`src/rtl/bf2_seq.sv`:
```
// bf2_seq: sequencer for a radix-2 single-path delay-feedback butterfly stage.
// It drives the butterfly enables, the delay-buffer strobes/address and the
// output selects for a frame of 2*DEPTH accepted vectors.
//
// A frame has four phases:
//   FILL  - DEPTH vectors x[0..DEPTH-1] are written into the delay buffer.
//   COMB  - DEPTH vectors x[DEPTH..2*DEPTH-1] are combined with the stored
//           ones. y0 goes straight out and y1 overwrites the buffer slot.
//   DRAIN - the DEPTH stored y1 values are read back out. No input is taken.
//   IDLE  - waits for the first beat of the next frame.
//
// Optional feature: define BF2_SEQ_FRAME_CNT_EN to add a 16-bit frame_cnt
// output that counts completed frames. The frame count wraps from 0xFFFF to 0.
//
// Handshake: a vector transfers on a rising clk edge when din_valid && din_ready.
// din_ready is combinational from state alone and never depends on din_valid.
// din_valid may drop at any time (gaps are legal). A beat offered while
// din_ready is low is dropped and sets the sticky ovf_err flag.
module bf2_seq #(
  parameter int DEPTH  = 16,
  parameter int ADDR_W = $clog2(DEPTH)
) (
  input  logic              clk,
  input  logic              rst,
  input  logic              din_valid,
  output logic              din_ready,
  output logic              bf_in_en,
  output logic              bf_out_en,
  output logic              dly_wr_en,
  output logic              dly_wr_sel,
  output logic              dly_rd_en,
  output logic [ADDR_W-1:0] dly_addr,
  output logic              dout_valid,
  output logic              dout_sel,
  output logic              busy,
  output logic              ovf_err,
  output logic [1:0]        state_dbg
`ifdef BF2_SEQ_FRAME_CNT_EN
  ,
  output logic [15:0]       frame_cnt
`endif
);

  typedef enum logic [1:0] {
    IDLE  = 2'd0,
    FILL  = 2'd1,
    COMB  = 2'd2,
    DRAIN = 2'd3
  } state_t;

  localparam logic [ADDR_W-1:0] CNT_LAST = ADDR_W'(DEPTH - 1);
  localparam logic [ADDR_W-1:0] CNT_ONE  = ADDR_W'(1);

  state_t            state;
  state_t            state_nxt;
  logic [ADDR_W-1:0] cnt;
  logic [ADDR_W-1:0] cnt_nxt;
  logic              ovf_q;

  // State and beat counter; reset drops any partial frame.
  always_ff @(posedge clk or posedge rst) begin
    if (rst) begin
      state <= IDLE;
      cnt   <= '0;
    end else begin
      state <= state_nxt;
      cnt   <= cnt_nxt;
    end
  end

  // Next state and all strobes/selects. These are decoded from state, cnt and
  // din_valid, so each strobe is active in the same cycle as its beat. While
  // rst is high, every strobe is held low even if din_valid is high.
  always_comb begin
    state_nxt  = state;
    cnt_nxt    = cnt;
    din_ready  = (state != DRAIN);
    bf_in_en   = 1'b0;
    bf_out_en  = 1'b0;
    dly_wr_en  = 1'b0;
    dly_wr_sel = 1'b0;
    dly_rd_en  = 1'b0;
    dout_valid = 1'b0;
    dout_sel   = 1'b0;
    dly_addr   = cnt;
    busy       = (state != IDLE);
    if (!rst) begin
      case (state)
        IDLE: begin
          if (din_valid) begin
            // Beat 0 of a new frame goes into buffer slot 0 (cnt is 0 here).
            dly_wr_en = 1'b1;
            state_nxt = FILL;
            cnt_nxt   = CNT_ONE;
          end
        end
        FILL: begin
          if (din_valid) begin
            dly_wr_en = 1'b1;
            if (cnt == CNT_LAST) begin
              state_nxt = COMB;
              cnt_nxt   = '0;
            end else begin
              cnt_nxt = cnt + CNT_ONE;
            end
          end
        end
        COMB: begin
          if (din_valid) begin
            // Read x[k], emit y0, then overwrite the same slot with y1.
            dly_rd_en  = 1'b1;
            bf_in_en   = 1'b1;
            bf_out_en  = 1'b1;
            dout_valid = 1'b1;
            dly_wr_en  = 1'b1;
            dly_wr_sel = 1'b1;
            if (cnt == CNT_LAST) begin
              state_nxt = DRAIN;
              cnt_nxt   = '0;
            end else begin
              cnt_nxt = cnt + CNT_ONE;
            end
          end
        end
        DRAIN: begin
          // Free-running readout of the stored y1 values.
          dly_rd_en  = 1'b1;
          dout_valid = 1'b1;
          dout_sel   = 1'b1;
          if (cnt == CNT_LAST) begin
            state_nxt = IDLE;
            cnt_nxt   = '0;
          end else begin
            cnt_nxt = cnt + CNT_ONE;
          end
        end
        default: begin
          state_nxt = IDLE;
          cnt_nxt   = '0;
        end
      endcase
    end
  end

  // Sticky overflow flag: a beat offered while not ready is lost.
  always_ff @(posedge clk or posedge rst) begin
    if (rst) begin
      ovf_q <= 1'b0;
    end else if (din_valid && !din_ready) begin
      ovf_q <= 1'b1;
    end
  end

  assign ovf_err   = ovf_q;
  assign state_dbg = state;

`ifdef BF2_SEQ_FRAME_CNT_EN
  logic [15:0] frame_cnt_q;

  // Completed-frame counter, bumped on the last DRAIN cycle.
  always_ff @(posedge clk or posedge rst) begin
    if (rst) begin
      frame_cnt_q <= 16'd0;
    end else if ((state == DRAIN) && (cnt == CNT_LAST)) begin
      frame_cnt_q <= frame_cnt_q + 16'd1;
    end
  end

  assign frame_cnt = frame_cnt_q;
`endif

endmodule
```
`config.mk`:
```
export PLATFORM = sky130hd
export DESIGN_NAME = bf2_seq
export DESIGN_NICKNAME = d
export VERILOG_FILES = /design/src/rtl/bf2_seq.sv
export SDC_FILE = /design/constraint.sdc
export NUM_CORES = 1
export LEC_CHECK = 0
export BUFFER_PORTS_ARGS = -buffer_cell sky130_fd_sc_hd__buf_2
export CAP_MARGIN = 20
export CORE_AREA = 2 2 39 41
export DETAILED_ROUTE_END_ITERATION = 16
export DIE_AREA = 0 0 41 43
export PLACE_DENSITY = 0.74
export SETUP_SLACK_MARGIN = 0.15
export SKIP_CTS_REPAIR_TIMING = 1
export SLEW_MARGIN = 20
export SYNTH_ARGS = -nofsm -noshare
export SYNTH_HDL_FRONTEND = slang
export SYNTH_SLANG_ARGS = --single-unit
```
`constraint.sdc`:
```
create_clock -name clk -period 4.7 [get_ports clk]
set_clock_uncertainty 0.1 [all_clocks]
set_input_delay 0.705 -clock clk [delete_from_list [all_inputs] [get_ports clk]]
set_output_delay 0.705 -clock clk [all_outputs]
set_load 0.01 [all_outputs]
```
[Yosys cells after proc, flatten, opt, wreduce, memory -nomap -nowiden]
Cells that the tools add are included.
Word-level totals
  flip-flop bits (word level): 7
  bits in latches: 0
  RAM bits: 0
  ROM bits: 0
  input port bits: 3
  output and inout port bits: 16
  logic and storage cells: 45
  memories: 0
Cells by class
  $add $sub $neg: 1
  $mul: 0
  divide/modulo/power cells: 0
  magnitude comparators: 0
  equal/unequal tests: 12
  shifts and indexed selects: 0
  mux-type cells: 20
  bitwise logic cells: 1
  reductions and logical operators: 8
Operators by type and width (number)
  $ne A2 B2 Y1 const B: 7
  $mux W2: 6
  $mux W4: 3
  $pmux W4 S3: 1
  $mux W1: 8
  $pmux W2 S4: 1
  $reduce_and A7 Y1: 1
  $add A4 B1 Y4 const B: 1
  $eq A2 B2 Y1 const B: 2
  $eq A4 B4 Y1 const B: 1
  $reduce_and A3 Y1: 1
  $reduce_or A3 Y1: 1
  $eq A2 B1 Y1 const B: 1
  $logic_not A2 Y1: 1
  $ne A2 B1 Y1 const B: 1
  $pmux W1 S2: 1
  $reduce_bool A2 Y1: 1
  $reduce_or A2 Y1: 1
  $logic_and A1 B1 Y1: 1
  $logic_not A1 Y1: 1
  $not A1 Y1: 1

[Logic depth before layout (Yosys ltp)]
Gate-level depths: netlist of run 1.
  word-level depth: 4
  mapped depth: 5
  mapped depth without buffers: 5

[Least setup slack after synthesis of run 1]
Ideal clock, no wire load.
  path type: input port to output port
  start: input rst
  end: output dout_valid
  arrival time: 1423 ps
  required time: 3895 ps
  setup slack: 2472 ps
  stages: 4
  buffers on the path: 1
  path through: inv_2 -> and3_1 -> or2_1 -> buf_4
On the way
  cells in the longest elaborated chain, start to end: 1
RTL lines
  from (decl): RTL line 24  | input logic rst,
  $mux W1
  to (decl): RTL line 33  | output logic dout_valid,
No other way between the ends.

[Worst setup path after layout of run 1]
  start: input rst
  end: output dly_rd_en
On the way
  cells in the longest elaborated chain, start to end: 1
RTL lines
  $mux W1: RTL line 87  | if (!rst) begin
  to (decl): RTL line 31  | output logic dly_rd_en,
No other way between the ends.

==> impl_metrics.yaml, run 1 <==
status:
  status: "finished clean"
synthesis:
  synth_area_leaders: "dfrtp_1 33%, ha_1 17%, buf_4 4.3%"
  synthesis.instances: 51
  synthArstFlopShare: 1.000
  synth_seq_cells: 7
  synth_edf_count: 0
  synthTopCellsByCount: "7 x dfrtp_1, 7 x ha_1, 6 x inv_1"
  ys_types: 28
  yosysTopAreaCellShare: 0.3325
  yosys_warnings: 0
  syn_avg_cell_area_um2: 10.33
  synth_area_um2: 526.8
  ys_seq_area_frac: 0.3325
  synth_flop_cell: "dfrtp_1"
  syn_nets: 61
  synth_area_leader_cell: "dfrtp_1"
setup_path:
  cpMaxStageDelayCell: "or2_1"
  crit_chain: "buf_2 > inv_2 > and3_1 > or2_1 > buf_2"
  critPathMostFrequentCell: "buf_2"
  worstReg2RegEnd: "dly_addr[0]"
  critPathLaunchType: "input pin"
  r2r_start: "state_dbg[1]"
  path_delay_family: "simple AND/OR/NAND/NOR gates"
  critPathCaptureType: "output port"
  cp_max_fo: 10
  critPathRequiredTime_ns: 3.89
  r2r_slack_ns: 2.91
  rr_worst_depth: 5
  criticalPathCategory: "input pin to output port"
  critical_path.max_stage_delay_ns: 0.22
  crit_start: "rst"
  worstPathBufferInverterCount: 3
  arrival_ns: 1.54
sta:
  tns_ns: 0
  fin_crit_ns: 2.350
  rsz0062_at_grt: "no"
  post-route-period-util: 0.4999
  worst_pin_slew_ns: 0.3465
  report.final.hold_viol_count: 0
  finalSetupViolCount: 0
  timing.final.ws_setup_ns: 2.350
  max-slew-margin-rel: 0.7660
  slew_violations: 0
  max_freq_mhz: 425.6
final_layout:
  fin_cells: 86
  layout.nets: 81
  fillers: 141
  layout-area-overhead-vs-synth_pct: 21.62
  drive_above_1_share: 0.4000
  diodes: 0
detailed_routing:
  drtIter0Drc: 6
  dr.pass1.iters: 2
  vias: 426
  antenna_left: 0
  wire_per_inst_um: 11.31
  drcViolationCount: 0
  via_per_inst: 4.953
  drt-total-wl_um: 973
clock_network:
  cts_tree: "built"
  cts_htree_levels: 1
  cts.sink_count: 7
  clk_latency_ns: 0.24
  cts_buffers: 3
  clk_pin_slew_worst_paths_ns: 0.05
  clockBufferDepth: 2
  cts_root_buf: "clkbuf_4"
floorplan:
  core_um2: 1384
  fp.dieH_um: 43
  num_io_pins: 19
  rows: 14
  initial_core_util: 0.3807
  die_area_um2: 1763
  chipWidth_um: 41
grt:
  grt_first_pass_wirelength_um: 1593
  antenna_found_initial: 0
  grt_overflow: 0
  grt_max_degree: 11
  grt_pass1_vias: 380
  grtUsageTotal: 0.1337
power:
  p_per_area_nw_per_um2: 692.1
  leakagePower_nw: 0.3359
  vdd_drop_max_uv: 219.3
placed_design:
  dp_hpwl_um: 816.6
  dpl.cell_count: 82
  post-place-ws_ns: 2.334
  gp_congestion: 0.8093
  io_buffers: 18
min_path:
  hold_class: "input pin to async pin"
job:
  drv_cap: 0
==> per-stage QoR <==
stage	hold WS, ns	utilization	cell area, µm²	total power [mW]
6_report	0.3117	0.4629	640.6	0.4434
3_5_place_dp	0.3395	0.4439	614.3	0.3930
2_1_floorplan	0.3837	-	526.8	0.3169
3_3_place_gp	0.3381	0.4439	614.3	0.3887
4_1_cts	0.3088	0.4629	640.6	0.4492
5_1_grt	0.3328	0.4629	640.6	0.4928
==> logic make-up (layout without fill, tap and decap cells) <==
group                      count (synthesis)  count (layout)  share of synthesized area
and+or+nand+nor                           13              13                     0.1520
muxes                                      3               3                    0.06887
buffers and inverters                     10              29                    0.09262
DFF                                        7               7                     0.3325
AOI/OAI and AO/OA                         11              11                     0.1877
adders and majority gates                  7               7                     0.1663
==> cell usage in the layout, fill, tap and decap left out, types with 2 or more instances in the layout <==
cell      count
dfrtp_1       7
nor3_1        2
nor2_1        3
and3_1        2
buf_2        18
clkbuf_4      3
inv_1         6
ha_1          7
==> cell type report <==
cell class,count,area (µm²),share of cell area
Multi-Input combinational cell,34,302.8,0.4727
Sequential cell,7,175.2,0.2734
Tap cell,16,20.02,0.03125
Timing Repair Buffer,18,90.09,0.1406
Clock buffer,4,26.28,0.04102
Inverter,7,26.28,0.04102
==> sequential cells by signal, indices dropped and copies added, names as in the netlist <==
name / count
ovf_err: 1
dly_addr: 4
state_dbg: 2
==> worst max-delay path by stage <==
stage                      end  cells past startpoint
floorplan           dout_valid                      4
global placement     dly_rd_en                      5
detailed placement   dly_rd_en                      5
CTS                  dly_rd_en                      5
global route         dly_rd_en                      5
finish               dly_rd_en                      5
==> metal layers <==
layer | vias to the layer above | share of wire | track usage
li1 | 217 | - | -
met1 | 193 | 0.46 | 0.1755
met2 | 16 | 0.48 | 0.1906
met3 | 0 | 0.061 | 0.03141
met4 | 0 | 0 | 0.08000
met5 | - | 0 | 0
==> worst register-to-register path, stage by stage, from the launching register on <==
cell and delay, ns:
dfrtp_1 0.43, inv_1 0.11, ha_1 0.32, o21ba_4 0.22, nor2_2 0.15, mux2_1 0.33
==> report_power, final <==
group,total (mW),switching [mW],internal [mW]
Clock,0.0530,0.0207,0.0323
Sequential,0.120,0.0323,0.0877
Combinational,0.270,0.143,0.127
Power figures use the tool's default switching activity.
==> run 2, diff against run 1 <==
- clock period: 4.7 -> 2.2 ns (I/O delays scaled with it)
==> impl_metrics.yaml, run 2 (same netlist as run 1, synthesis figures left out) <==
status:
  status: "finished clean"
grt:
  grt_pass1_vias: 396
  grtUsageTotal: 0.1479
  antenna_found_initial: 0
  grt_first_pass_wirelength_um: 1738
  grt_max_degree: 11
  grt_overflow: 0
floorplan:
  initial_core_util: 0.3807
  fp.dieH_um: 43
  die_area_um2: 1763
  core_um2: 1384
  rows: 14
  chipWidth_um: 41
  num_io_pins: 19
clock_network:
  cts_root_buf: "clkbuf_4"
  cts_htree_levels: 1
  cts_buffers: 3
  clk_pin_slew_worst_paths_ns: 0.05
  cts.sink_count: 7
  clk_latency_ns: 0.26
  cts_tree: "built"
  clockBufferDepth: 2
setup_path:
  arrival_ns: 1.50
  crit_chain: "inv_1 > ha_1 > and3_1 > or2_1 > buf_2"
  worstReg2RegEnd: "dly_addr[0]"
  cpMaxStageDelayCell: "dfrtp_1"
  cp_max_fo: 5
  r2r_slack_ns: 0.45
  critical_path.max_stage_delay_ns: 0.38
  critPathLaunchType: "register"
  critPathCaptureType: "output port"
  rr_worst_depth: 5
  critPathRequiredTime_ns: 1.77
  r2r_start: "state_dbg[1]"
  criticalPathCategory: "register to output port"
power:
  p_per_area_nw_per_um2: 1477
  p_sw_uw: 432.0
  vdd_drop_max_uv: 820.3
  total_power_uw: 961.1
  power_frac_seq: 0.269
  power.share.clock: 0.126
  combPwrFrac: 0.605
  switching_share: 0.4495
  p_int_uw: 529.1
  leakagePower_nw: 0.3400
final_layout:
  layout_common_cells: "18 x buf_2, 7 x ha_1, 7 x dfrtp_1"
  drive_above_1_share: 0.3944
  layout-area-overhead-vs-synth_pct: 23.52
  fillers: 126
  layout.nets: 82
  diodes: 0
  largest_reg_flops: 4
  final_common_cell: "buf_2"
min_path:
  hold_class: "input pin to register"
  hold_depth: 2
  holdPathEnd: "ovf_err"
  worstHoldStart: "din_valid"
detailed_routing:
  drcViolationCount: 0
  dr.pass1.iters: 4
  vias: 464
  drtIter0Drc: 10
  via_per_inst: 5.333
  wire_per_inst_um: 12.95
  antenna_left: 0
  drt-total-wl_um: 1127
sta:
  worst_pin_slew_ns: 0.3389
  finalSetupViolCount: 0
  post-route-period-util: 0.8784
  fin_crit_ns: 1.933
  report.final.hold_viol_count: 0
  rsz0062_at_grt: "no"
  max-slew-margin-rel: 0.7733
  slew_violations: 0
  tns_ns: 0
  max_freq_mhz: 517.5
job:
  drv_cap: 0
placed_design:
  gp_congestion: 0.7598
  io_buffers: 18
  dp_hpwl_um: 831.4
==> run 2: cell types whose count changed in the layout (fill, tap and decap cells not counted), sizes merged <==
cell	delta
dlygate4sd3	+1
==> run 2: per-layer routing <==
layer | up-vias | wire (µm) | GRT usage
met5 | - | 0 | 0
met4 | 0 | 26 | 0.08000
met3 | 4 | 86 | 0.03141
met2 | 27 | 526 | 0.2281
met1 | 216 | 488 | 0.1821
li1 | 217 | - | -
==> run 2: stage by stage <==
stage	hold WS, ns	cell area (µm²)	std cells	setup WS (ns)	util
final	0.2644	650.6	87	0.2675	0.4702
after global routing	0.2784	650.6	87	0.1541	0.4702
after CTS	-0.06107	640.6	86	0.2582	0.4629
after detailed placement	0.2180	614.3	82	0.4546	0.4439
after global placement	0.2133	614.3	82	0.4912	0.4439
after floorplan	0.008727	526.8	51	0.4140	-
==> run 2: layout make-up <==
class | count | area, µm² | area share
Tap cell | 16 | 20.02 | 0.03077
Clock buffer | 4 | 26.28 | 0.04038
Inverter | 7 | 26.28 | 0.04038
Timing Repair Buffer | 19 | 100.1 | 0.1538
Multi-Input combinational cell | 34 | 302.8 | 0.4654
Sequential cell | 7 | 175.2 | 0.2692
==> run 2: worst max-delay path by stage <==
stage / startpoint / endpoint / cells past startpoint
floorplan: state_dbg[0] / dout_valid / 5
global placement: state_dbg[1] / dly_addr[0] / 5
detailed placement: state_dbg[1] / dly_addr[0] / 5
CTS: state_dbg[0] / dly_rd_en / 5
global route: state_dbg[0] / dly_rd_en / 5
finish: state_dbg[0] / dly_rd_en / 5
==> run 2: worst max-delay path, delay by kind of cell, from the launching register on <==
kind          cells  cell delay (ns)
fa+ha+maj         1             0.22
simple gates      2             0.39
buf+inv           2             0.25
flops             1             0.38
==> run 2: power groups by stage <==
stage          logic (mW)  registers, mW  clock network (mW)
4_1_cts             0.587          0.257               0.126
3_3_place_gp        0.569          0.256                   0
6_report            0.581          0.258               0.121
2_1_floorplan       0.403          0.275                   0
3_5_place_dp        0.582          0.259                   0
5_1_grt             0.655          0.269               0.133
==> run 3, diff against run 2 <==
- clock period: 2.2 -> 2.08 ns (I/O delays scaled with it)
==> impl_metrics.yaml, run 3 (same netlist as run 1, synthesis figures left out) <==
status:
  status: "finished clean"
grt:
  grt_first_pass_wirelength_um: 1711
  grt_overflow: 0
  antenna_found_initial: 0
  grt_max_degree: 11
  grt_pass1_vias: 401
  grtUsageTotal: 0.1447
setup_path:
  critical_path.max_stage_delay_ns: 0.40
  cp_max_fo: 5
  arrival_ns: 1.43
  crit_chain: "inv_2 > ha_2 > and3_4 > or2_1 > buf_2"
  r2r_slack_ns: 0.36
  criticalPathCategory: "register to output port"
  critPathCaptureType: "output port"
  cpMaxStageDelayCell: "dfrtp_1"
  critPathRequiredTime_ns: 1.67
  critPathLaunchType: "register"
sta:
  rsz0062_at_grt: "no"
  tns_ns: 0
  post-route-period-util: 0.8852
  fin_crit_ns: 1.841
  finalSetupViolCount: 0
  slew_violations: 0
  report.final.hold_viol_count: 0
  worst_pin_slew_ns: 0.3485
  max-slew-margin-rel: 0.7669
  max_freq_mhz: 543.1
min_path:
  hold_class: "input pin to register"
clock_network:
  cts.sink_count: 7
  cts_root_buf: "clkbuf_4"
  clockBufferDepth: 2
  cts_tree: "built"
  cts_htree_levels: 1
  clk_latency_ns: 0.25
  cts_buffers: 3
  clk_pin_slew_worst_paths_ns: 0.06
placed_design:
  dpl_cell_area_um2: 614.3
  gp_congestion: 0.7578
  dp_hpwl_um: 806.7
  dpl.cell_count: 82
  io_buffers: 18
detailed_routing:
  drtIter0Drc: 5
  drt-total-wl_um: 1072
  antenna_left: 0
  dr.pass1.iters: 4
  vias: 449
  wire_per_inst_um: 12.18
  via_per_inst: 5.102
  drcViolationCount: 0
final_layout:
  multi_input_area_um2: 312.8
  fillers: 127
  layout.nets: 83
  final_common_cell: "buf_2"
  largest_reg_flops: 4
  register_area_um2: 176.4
  layout_common_cells: "18 x buf_2, 6 x dfrtp_1, 5 x inv_1, 5 x ha_1"
  diodes: 0
  fin_area_um2: 669.4
  fin_cells: 88
  layout-area-overhead-vs-synth_pct: 27.08
  drive_above_1_share: 0.4722
power:
  leakagePower_nw: 0.3379
  vdd_drop_max_uv: 724.6
  p_per_area_nw_per_um2: 1548
floorplan:
  fp.dieH_um: 43
  chipWidth_um: 41
  die_area_um2: 1763
  core_um2: 1384
  initial_core_util: 0.3807
  num_io_pins: 19
  rows: 14
job:
  drv_cap: 0
run 3: changes by cell type in the layout (fill, tap and decap cells not counted), sizes merged:
| cell | previous run | this run |
|---|---|---|
| buf | 18 | 19 |
run 3: final timing paths:
check	from	end	cells after the start
setup / recovery	state_dbg[0]	dout_valid	5
hold / removal	din_valid	ovf_err	2
setup reg to reg	state_dbg[1]	dly_addr[0]	5
hold reg to reg	ovf_err	ovf_err	1
max in group asynchronous	rst	state_dbg[1]	3
min in group asynchronous	rst	dly_addr[2]	3
run 3: report_power, final:
| group | switching (mW) | leakage (nW) | internal (mW) | total, mW |
|---|---|---|---|---|
| Sequential | 0.0760 | 0.0792 | 0.200 | 0.276 |
| Clock | 0.0536 | 0.0150 | 0.0735 | 0.127 |
| Combinational | 0.328 | 0.244 | 0.305 | 0.633 |
| Total | 0.458 | 0.338 | 0.579 | 1.04 |
run 3: per-layer routing:
layer | wire length (µm) | track usage | vias up
met5 | 0 | 0 | -
met4 | 12 | 0.08000 | 0
met3 | 72 | 0.01571 | 2
met2 | 496 | 0.2313 | 22
met1 | 491 | 0.1782 | 207
li1 | - | - | 218
run 3: worst max-delay path: cells and delay by family (launching register included):
kind,cells,cell delay [ns]
adder cells (fa/ha/maj),1,0.20
buffers and inverters,2,0.23
flip-flops,1,0.40
AND/OR/NAND/NOR,2,0.36
run 3: per-stage QoR:
step	setup slack (ns)	hold WS (ns)	utilization	power, mW
after floorplan	0.3120	-0.009273	-	0.7161
after global placement	0.3700	0.1957	0.4439	0.8726
after detailed placement	0.3303	0.2006	0.4439	0.8830
after CTS	0.1121	-0.06946	0.4629	1.017
after global routing	0.1616	0.2638	0.4837	1.144
final	0.2387	0.2564	0.4837	1.036
run 3: layout make-up:
type,instances,area share
Tap cell,16,0.02991
Inverter,7,0.03925
Sequential cell,7,0.2636
Timing Repair Buffer,20,0.1607
Clock buffer,4,0.03925
Multi-Input combinational cell,34,0.4673
